<file path="config.mk">
export PLATFORM = sky130hd
export DESIGN_NAME = regfile_mp_flat
export DESIGN_NICKNAME = d
export VERILOG_FILES = /design/src/rtl/regfile_mp_if.sv /design/src/rtl/regfile_mp.sv /design/src/flat_wrapper.sv
export SDC_FILE = /design/constraint.sdc
export NUM_CORES = 2
export LEC_CHECK = 0
export BUFFER_PORTS_ARGS = -buffer_cell sky130_fd_sc_hd__buf_4
export CAP_MARGIN = 25
export CORE_MARGIN = 3
export CORE_UTILIZATION = 34
export CTS_BUF_LIST = sky130_fd_sc_hd__clkbuf_2 sky130_fd_sc_hd__clkbuf_4 sky130_fd_sc_hd__clkbuf_8
export CTS_CLUSTER_DIAMETER = 50
export CTS_CLUSTER_SIZE = 16
export DETAILED_ROUTE_END_ITERATION = 10
export PLACE_DENSITY = 0.54
export SYNTH_ARGS = -nofsm -noshare
export SYNTH_HDL_FRONTEND = slang
export SYNTH_SLANG_ARGS = --single-unit
</file>
<file path="constraint.sdc">
create_clock -name clk -period 9 [get_ports clk]
set_input_delay 1.8 -clock clk [delete_from_list [all_inputs] [get_ports clk]]
set_output_delay 1.8 -clock clk [all_outputs]
set_load 0.005 [all_outputs]
</file>
<file path="src/rtl/regfile_mp_if.sv">
// Register file port bundle: read ports, two write ports, scoreboard set.
// master drives requests, slave (the register file) returns data/status.
interface regfile_mp_if #(
  parameter int XLEN  = 32,
  parameter int NREGS = 32,
  parameter int NRP   = 2
);
  logic [NRP*5-1:0]            i_raddr;
  logic [NRP*XLEN-1:0]         o_rdata;
  logic [NRP-1:0]              o_rbusy;
  logic                        i_wb_wvalid;
  logic [4:0]                  i_wb_waddr;
  logic [XLEN-1:0]             i_wb_wdata;
  logic                        i_ld_wvalid;
  logic [4:0]                  i_ld_waddr;
  logic [XLEN-1:0]             i_ld_wdata;
  logic                        i_sb_set;
  logic [4:0]                  i_sb_addr;
  logic [NREGS-1:0]            o_busy_vec;
  logic [$clog2(NREGS+1)-1:0]  o_busy_cnt;
  logic                        o_collide;

  modport master (
    output i_raddr, i_wb_wvalid, i_wb_waddr, i_wb_wdata,
    output i_ld_wvalid, i_ld_waddr, i_ld_wdata,
    output i_sb_set, i_sb_addr,
    input  o_rdata, o_rbusy, o_busy_vec, o_busy_cnt, o_collide
  );

  modport slave (
    input  i_raddr, i_wb_wvalid, i_wb_waddr, i_wb_wdata,
    input  i_ld_wvalid, i_ld_waddr, i_ld_wdata,
    input  i_sb_set, i_sb_addr,
    output o_rdata, o_rbusy, o_busy_vec, o_busy_cnt, o_collide
  );
endinterface

</file>
<file path="src/rtl/regfile_mp.sv">
// Multi-port integer register file with load scoreboard,
// wb/ld write ports and optional write-to-read forwarding.
module regfile_mp #(
  parameter int XLEN   = 32,
  parameter int NREGS  = 32,
  parameter int NRP    = 2,
  parameter int BYPASS = 1
) (
  input  logic         clk,
  input  logic         rstn,
  regfile_mp_if.slave  bus
);
  localparam int AW = $clog2(NREGS);
  localparam int CW = $clog2(NREGS+1);
  localparam logic [5:0] NR = 6'(NREGS);
  localparam bit BP = (BYPASS != 0);

  logic [XLEN-1:0]  regs [NREGS];
  logic [NREGS-1:0] busy_q, busy_d;
  logic [CW-1:0]    cnt_q, cnt_d;
  logic             collide_q;

  function automatic logic legal(input logic [4:0] a);
    return (a != 5'd0) && ({1'b0, a} < NR);
  endfunction

  logic wb_ok, ld_ok, sb_ok, collide, ld_wr;
  logic [AW-1:0] wb_idx, ld_idx, sb_idx;

  assign wb_ok   = bus.i_wb_wvalid && legal(bus.i_wb_waddr);
  assign ld_ok   = bus.i_ld_wvalid && legal(bus.i_ld_waddr);
  assign sb_ok   = bus.i_sb_set && legal(bus.i_sb_addr);
  assign collide = wb_ok && ld_ok &&
                   (bus.i_wb_waddr == bus.i_ld_waddr);
  assign ld_wr   = ld_ok && !collide;

  assign wb_idx = bus.i_wb_waddr[AW-1:0];
  assign ld_idx = bus.i_ld_waddr[AW-1:0];
  assign sb_idx = bus.i_sb_addr[AW-1:0];

  always_ff @(posedge clk) begin
    if (!rstn) begin
      for (int i = 0; i < NREGS; i++) regs[i] <= '0;
    end else begin
      if (ld_wr) regs[ld_idx] <= bus.i_ld_wdata;
      if (wb_ok) regs[wb_idx] <= bus.i_wb_wdata;
    end
  end

  // A returning load clears its bit; a same-cycle set re-arms it.
  always_comb begin
    busy_d = busy_q;
    if (ld_ok) busy_d[ld_idx] = 1'b0;
    if (sb_ok) busy_d[sb_idx] = 1'b1;
    cnt_d = '0;
    for (int i = 0; i < NREGS; i++)
      cnt_d = cnt_d + CW'(busy_d[i]);
  end

  always_ff @(posedge clk) begin
    if (!rstn) begin
      busy_q    <= '0;
      cnt_q     <= '0;
      collide_q <= 1'b0;
    end else begin
      busy_q    <= busy_d;
      cnt_q     <= cnt_d;
      collide_q <= collide;
    end
  end

  assign bus.o_busy_vec = busy_q;
  assign bus.o_busy_cnt = cnt_q;
  assign bus.o_collide  = collide_q;

  for (genvar k = 0; k < NRP; k++) begin : g_rd
    logic [4:0]    a;
    logic [AW-1:0] idx;
    logic          ok, hit_wb, hit_ld, hit_sb;

    assign a      = bus.i_raddr[5*k +: 5];
    assign idx    = a[AW-1:0];
    assign ok     = legal(a);
    assign hit_wb = BP && wb_ok && (bus.i_wb_waddr == a);
    assign hit_ld = BP && ld_ok && (bus.i_ld_waddr == a);
    assign hit_sb = sb_ok && (bus.i_sb_addr == a);

    assign bus.o_rdata[XLEN*k +: XLEN] =
      !ok    ? '0 :
      hit_wb ? bus.i_wb_wdata :
      hit_ld ? bus.i_ld_wdata :
               regs[idx];

    assign bus.o_rbusy[k] = ok && busy_q[idx] && !(hit_ld && !hit_sb);
  end
endmodule

</file>
<file path="src/flat_wrapper.sv">
// flat-port wrapper written by rule: the top's interface ports become plain ports
module regfile_mp_flat 
#(
  parameter int XLEN   = 32,
  parameter int NREGS  = 32,
  parameter int NRP    = 2,
  parameter int BYPASS = 1
)
  (clk, rstn, bus_i_raddr, bus_i_wb_wvalid, bus_i_wb_waddr, bus_i_wb_wdata, bus_i_ld_wvalid, bus_i_ld_waddr, bus_i_ld_wdata, bus_i_sb_set, bus_i_sb_addr, bus_o_rdata, bus_o_rbusy, bus_o_busy_vec, bus_o_busy_cnt, bus_o_collide);
  regfile_mp_if #(.XLEN(XLEN), .NREGS(NREGS), .NRP(NRP)) bus_i ();
  input  logic clk;
  input  logic rstn;
  input wire logic [$bits(bus_i.i_raddr)-1:0] bus_i_raddr;
  input wire logic [$bits(bus_i.i_wb_wvalid)-1:0] bus_i_wb_wvalid;
  input wire logic [$bits(bus_i.i_wb_waddr)-1:0] bus_i_wb_waddr;
  input wire logic [$bits(bus_i.i_wb_wdata)-1:0] bus_i_wb_wdata;
  input wire logic [$bits(bus_i.i_ld_wvalid)-1:0] bus_i_ld_wvalid;
  input wire logic [$bits(bus_i.i_ld_waddr)-1:0] bus_i_ld_waddr;
  input wire logic [$bits(bus_i.i_ld_wdata)-1:0] bus_i_ld_wdata;
  input wire logic [$bits(bus_i.i_sb_set)-1:0] bus_i_sb_set;
  input wire logic [$bits(bus_i.i_sb_addr)-1:0] bus_i_sb_addr;
  output wire logic [$bits(bus_i.o_rdata)-1:0] bus_o_rdata;
  output wire logic [$bits(bus_i.o_rbusy)-1:0] bus_o_rbusy;
  output wire logic [$bits(bus_i.o_busy_vec)-1:0] bus_o_busy_vec;
  output wire logic [$bits(bus_i.o_busy_cnt)-1:0] bus_o_busy_cnt;
  output wire logic [$bits(bus_i.o_collide)-1:0] bus_o_collide;
  assign bus_i.i_raddr = bus_i_raddr;
  assign bus_i.i_wb_wvalid = bus_i_wb_wvalid;
  assign bus_i.i_wb_waddr = bus_i_wb_waddr;
  assign bus_i.i_wb_wdata = bus_i_wb_wdata;
  assign bus_i.i_ld_wvalid = bus_i_ld_wvalid;
  assign bus_i.i_ld_waddr = bus_i_ld_waddr;
  assign bus_i.i_ld_wdata = bus_i_ld_wdata;
  assign bus_i.i_sb_set = bus_i_sb_set;
  assign bus_i.i_sb_addr = bus_i_sb_addr;
  assign bus_o_rdata = bus_i.o_rdata;
  assign bus_o_rbusy = bus_i.o_rbusy;
  assign bus_o_busy_vec = bus_i.o_busy_vec;
  assign bus_o_busy_cnt = bus_i.o_busy_cnt;
  assign bus_o_collide = bus_i.o_collide;
  regfile_mp #(.XLEN(XLEN), .NREGS(NREGS), .NRP(NRP), .BYPASS(BYPASS)) u_core (.clk(clk), .rstn(rstn), .bus(bus_i));
endmodule
</file>
==> reports/qor.tcl <==
set qor(grt_setup_unrepaired) {false}
set qor(min_delay_path_depth) 1
set qor(postRouteAntennaNets) 0
set qor(yosys.area.top_type) {sky130_fd_sc_hd__edfxtp_1}
set qor(power.net_switching_uw) 3570
set qor(layout-area-overhead-vs-synth_pct) 10.1
set qor(share_comb_of_total_power_pct) 16.5
set qor(power_per_cell_area_nw_per_um2) 171
set qor(port_buffer_count) 198
set qor(fin_crit_ns) 7.19
set qor(die_w_um) 438
set qor(global_route_wire_length_before_repair_mm) 401
set qor(worst_reg2reg_path_depth) 19
set qor(timing.critical_path.cells) {buf_4 -> or2_1 -> o41ai_4 -> or4_2 -> nand2b_1 -> buf_4 -> a211oi_1 -> nor3_1 -> buf_4}
set qor(antenna_violations_before_repair) 33
set qor(placeable_area_um2) 184000
set qor(min-delay-start) {u_core.bus.o_busy_vec[0]}
set qor(post-route-period-util_pct) 79.9
set qor(number_of_global_route_vias_before_repair) 48400
set qor(detailed_place_hpwl_mm) 164
set qor(floorplan.die_area_um2) 192000
set qor(worst_hold_slack_ns) 0.584
set qor(clk_latency_ns) 0.90
set qor(max-slew-margin-rel_pct) 20.8
set qor(routed_wire_length_per_instance_um) 43.5
set qor(timing.critical_path.required_ns) 7.20
set qor(max-cap-violations) 0
set qor(total_leakage_power_uw) 0.0223
set qor(firstDrtPassIters) 6
set qor(postLayoutSetupSlackWorst_ns) 1.81
set qor(top_cells_by_area_synth) {sky130_fd_sc_hd__edfxtp_1 (49%), sky130_fd_sc_hd__mux4_2 (19%), sky130_fd_sc_hd__a32o_1 (9.1%)}
set qor(r2r-end) {u_core.bus.o_busy_cnt[4]}
set qor(largest_net_degree_at_the_start_of_global_routing) 107
set qor(ios) 199
set qor(post_route_cells_drive_above_1_share_pct) 29.0
set qor(worst-path-max-fanout) 9
set qor(mean_instance_size_in_the_synthesized_netlist_um2) 14.4
set qor(hold_viol) 0
set qor(htree_num_levels) 4
set qor(drc) 0
set qor(min-delay-path-class) {reg -> reg}
set qor(fin_setup_tns_ns) 0
set qor(synth-edff-count) 1024
set qor(cts_tree) {done}
set qor(drv_slew) 0
set qor(cts_repair_resize_count) 0
set qor(ys_seq_elements) 1063
set qor(worst_clock_skew_ns) 0.0290
set qor(worst-slew-pin-transition_ns) 1.19
set qor(numCtsBuffers) 132
set qor(area_share_of_the_largest_cell_type_after_synthesis_pct) 48.5
set qor(dp_slack_ns) 1.17
set qor(async_flop_share_pct) 0
set qor(hold_path_end) {u_core.bus.o_busy_vec[0]}
set qor(routed_wl_mm) 294
set qor(synthesis.yosys.warnings) 0
set qor(starting_density_of_the_core_pct) 34.4
set qor(yosysMostFrequentCell) {sky130_fd_sc_hd__edfxtp_1}
set qor(rrSetupSlack_ns) 3.49
set qor(cts_setup_buffers) 0
set qor(slowest_stage) {sky130_fd_sc_hd__or4_2}
set qor(vias) 49700
set qor(overall_power_uw) 12000
set qor(ys_top_cells_by_count) {sky130_fd_sc_hd__edfxtp_1 (1024), sky130_fd_sc_hd__a32o_1 (576), sky130_fd_sc_hd__mux4_2 (544), sky130_fd_sc_hd__clkbuf_1 (483), sky130_fd_sc_hd__a22o_1 (417)}
set qor(cts-hold-fix-buffers) 0
set qor(p_seq_share_pct) 48.9
set qor(clkPwrFrac_pct) 34.6
set qor(syn-cell-area_um2) 63400
set qor(run_status) {finished, final reports clean}
set qor(netSwitchingFraction_pct) 29.8
set qor(globalRouteOverflowTotal) 0
set qor(p_int_uw) 8390
set qor(detailed_place.area_um2) 66700
set qor(max_clock_freq_ghz) 0.139
set qor(routabilityCongestion) 0.927
set qor(gr-usage-all-layers_pct) 29.9
set qor(critical_path.max_stage_delay_ns) 0.72
set qor(detail_route.iter0.violations) 8350
set qor(dominantRegCellSynth) {sky130_fd_sc_hd__edfxtp_1}
set qor(clock-root-buffer) {sky130_fd_sc_hd__clkbuf_8}
set qor(clk_path_buf_depth) 3
set qor(vdd.ir_drop.worst_uv) 118
set qor(clkTransAtPathRegs_ns) 0.07
set qor(netlist-cell-type-count) 57
set qor(synthesis.instances) 4407
set qor(dieHeight_um) 438
set qor(setup.worst_path.end_class) {output port}
set qor(timing.setup.critical_path_class) {in -> out}
set qor(crit_top_cell) {sky130_fd_sc_hd__buf_4}
set qor(final_net_count) 4302
set qor(clkSinkCount) 1063
set qor(worst_ep_arrival_time_ns) 5.39
set qor(crit_path_start_kind) {primary input}
set qor(rows) 157
set qor(fin_area_um2) 69800
set qor(setup_viol) 0
set qor(r2r_start) {u_core.bus.o_busy_vec[1]}
set qor(synth.yosys.seq_area_share_pct) 49.7
set qor(avgViaCountPerCell) 7.34
==> cell families (layout without fill, tap and decap cells) <==
group	Yosys count	after routing	synth area share, %
other	1	55	0.00592
buffers and inverters	784	631	5.26
flip-flops	1063	1063	49.7
AND/OR/NAND/NOR	449	449	3.49
XOR/XNOR	37	37	0.511
multiplexers	645	645	20.9
AO/OA/AOI/OAI	1396	1396	19.1
adder cells (fa/ha/maj)	32	32	0.916
==> final cells by class <==
cell class | instances | area, µm²
clock buffer | 149 | 1980
tap | 2464 | 3080
timing repair buffer | 358 | 2880
inverter | 30 | 115
clock inverter | 94 | 1010
multi-input combinational | 2591 | 29100
fill | 17300 | 114000
antenna | 23 | 57.6
sequential | 1063 | 31500
==> worst max-delay path, delay by kind of cell <==
| family | cells | cell delay, ns |
|---|---|---|
| AND/OR/NAND/NOR | 4 | 2.63 |
| buffers and inverters | 3 | 0.70 |
| AO/OA/AOI/OAI | 2 | 0.23 |
==> worst max path at each step <==
stage | from | to | slack (ns) | cells past startpoint
3_3_place_gp | bus_i_ld_waddr[2] | u_core.bus.o_busy_cnt[4] | 1.18 | 22
2_1_floorplan | bus_i_ld_waddr[2] | u_core.bus.o_busy_cnt[4] | 1.20 | 22
3_5_place_dp | bus_i_ld_waddr[4] | u_core.bus.o_busy_cnt[4] | 1.17 | 19
4_1_cts | bus_i_raddr[5] | bus_o_rdata[56] | 1.76 | 9
5_1_grt | bus_i_ld_waddr[4] | u_core.bus.o_busy_cnt[4] | 1.86 | 19
6_report | bus_i_wb_waddr[0] | bus_o_rdata[42] | 1.81 | 9
==> state kept, by name (all words and copies together), names as in the netlist <==
name / flops
u_core.bus.o_busy_cnt: 6
u_core.bus.o_busy_vec: 32
u_core.bus.o_collide: 1
u_core.regs: 1024
==> per-stage QoR <==
step	util, %	std cells
final	37.9	6772
after global routing	37.9	6764
after CTS	37.8	6748
after detailed placement	36.2	6505
after global placement	36.2	6502
after floorplan	-	4438
==> metal layers <==
| metal | GRT usage, % | share of wire (%) | vias up |
|---|---|---|---|
| met5 | 0 | 0.023 | - |
| met4 | 20.0 | 7.5 | 10 |
| met3 | 9.23 | 13 | 1048 |
| met2 | 45.3 | 45 | 4393 |
| met1 | 36.6 | 34 | 25900 |
| li1 | - | - | 18400 |
==> cells in the final DEF, fill, tap and decap left out, types with 23 or more instances in the layout <==
cell / netlist / layout
sky130_fd_sc_hd__edfxtp_1: 1024 / 1024
sky130_fd_sc_hd__a32o_1: 576 / 576
sky130_fd_sc_hd__mux4_2: 544 / 544
sky130_fd_sc_hd__a22o_1: 417 / 417
sky130_fd_sc_hd__buf_4: 46 / 340
sky130_fd_sc_hd__clkbuf_8: 0 / 139
sky130_fd_sc_hd__nand2_1: 134 / 133
sky130_fd_sc_hd__mux2i_1: 101 / 101
sky130_fd_sc_hd__a22oi_1: 85 / 85
sky130_fd_sc_hd__nor2_1: 112 / 70
sky130_fd_sc_hd__o22ai_1: 70 / 70
sky130_fd_sc_hd__o21ai_0: 62 / 62
sky130_fd_sc_hd__a21oi_1: 54 / 54
sky130_fd_sc_hd__nor2_4: 8 / 48
sky130_fd_sc_hd__dfxtp_1: 39 / 39
sky130_fd_sc_hd__a211oi_1: 33 / 33
sky130_fd_sc_hd__conb_1: 1 / 32
sky130_fd_sc_hd__nor3_1: 31 / 31
sky130_fd_sc_hd__inv_1: 30 / 29
sky130_fd_sc_hd__fa_1: 24 / 24
sky130_fd_sc_hd__diode_2: 0 / 23
sky130_fd_sc_hd__xor2_1: 23 / 23
sky130_fd_sc_hd__and2_1: 24 / 23
sky130_fd_sc_hd__inv_6: 0 / 23
==> power by group through the flow <==
| stage | Clock, µW | Sequential [µW] | Combinational (µW) |
|---|---|---|---|
| final | 4140 | 5850 | 1970 |
| after detailed placement | 0 | 5950 | 1910 |
| after CTS | 4150 | 5840 | 1920 |
| after global routing | 4340 | 5880 | 2010 |
| after floorplan | 0 | 5900 | 1150 |
| after global placement | 0 | 5940 | 1900 |
(Power assumes the default switching activity.)
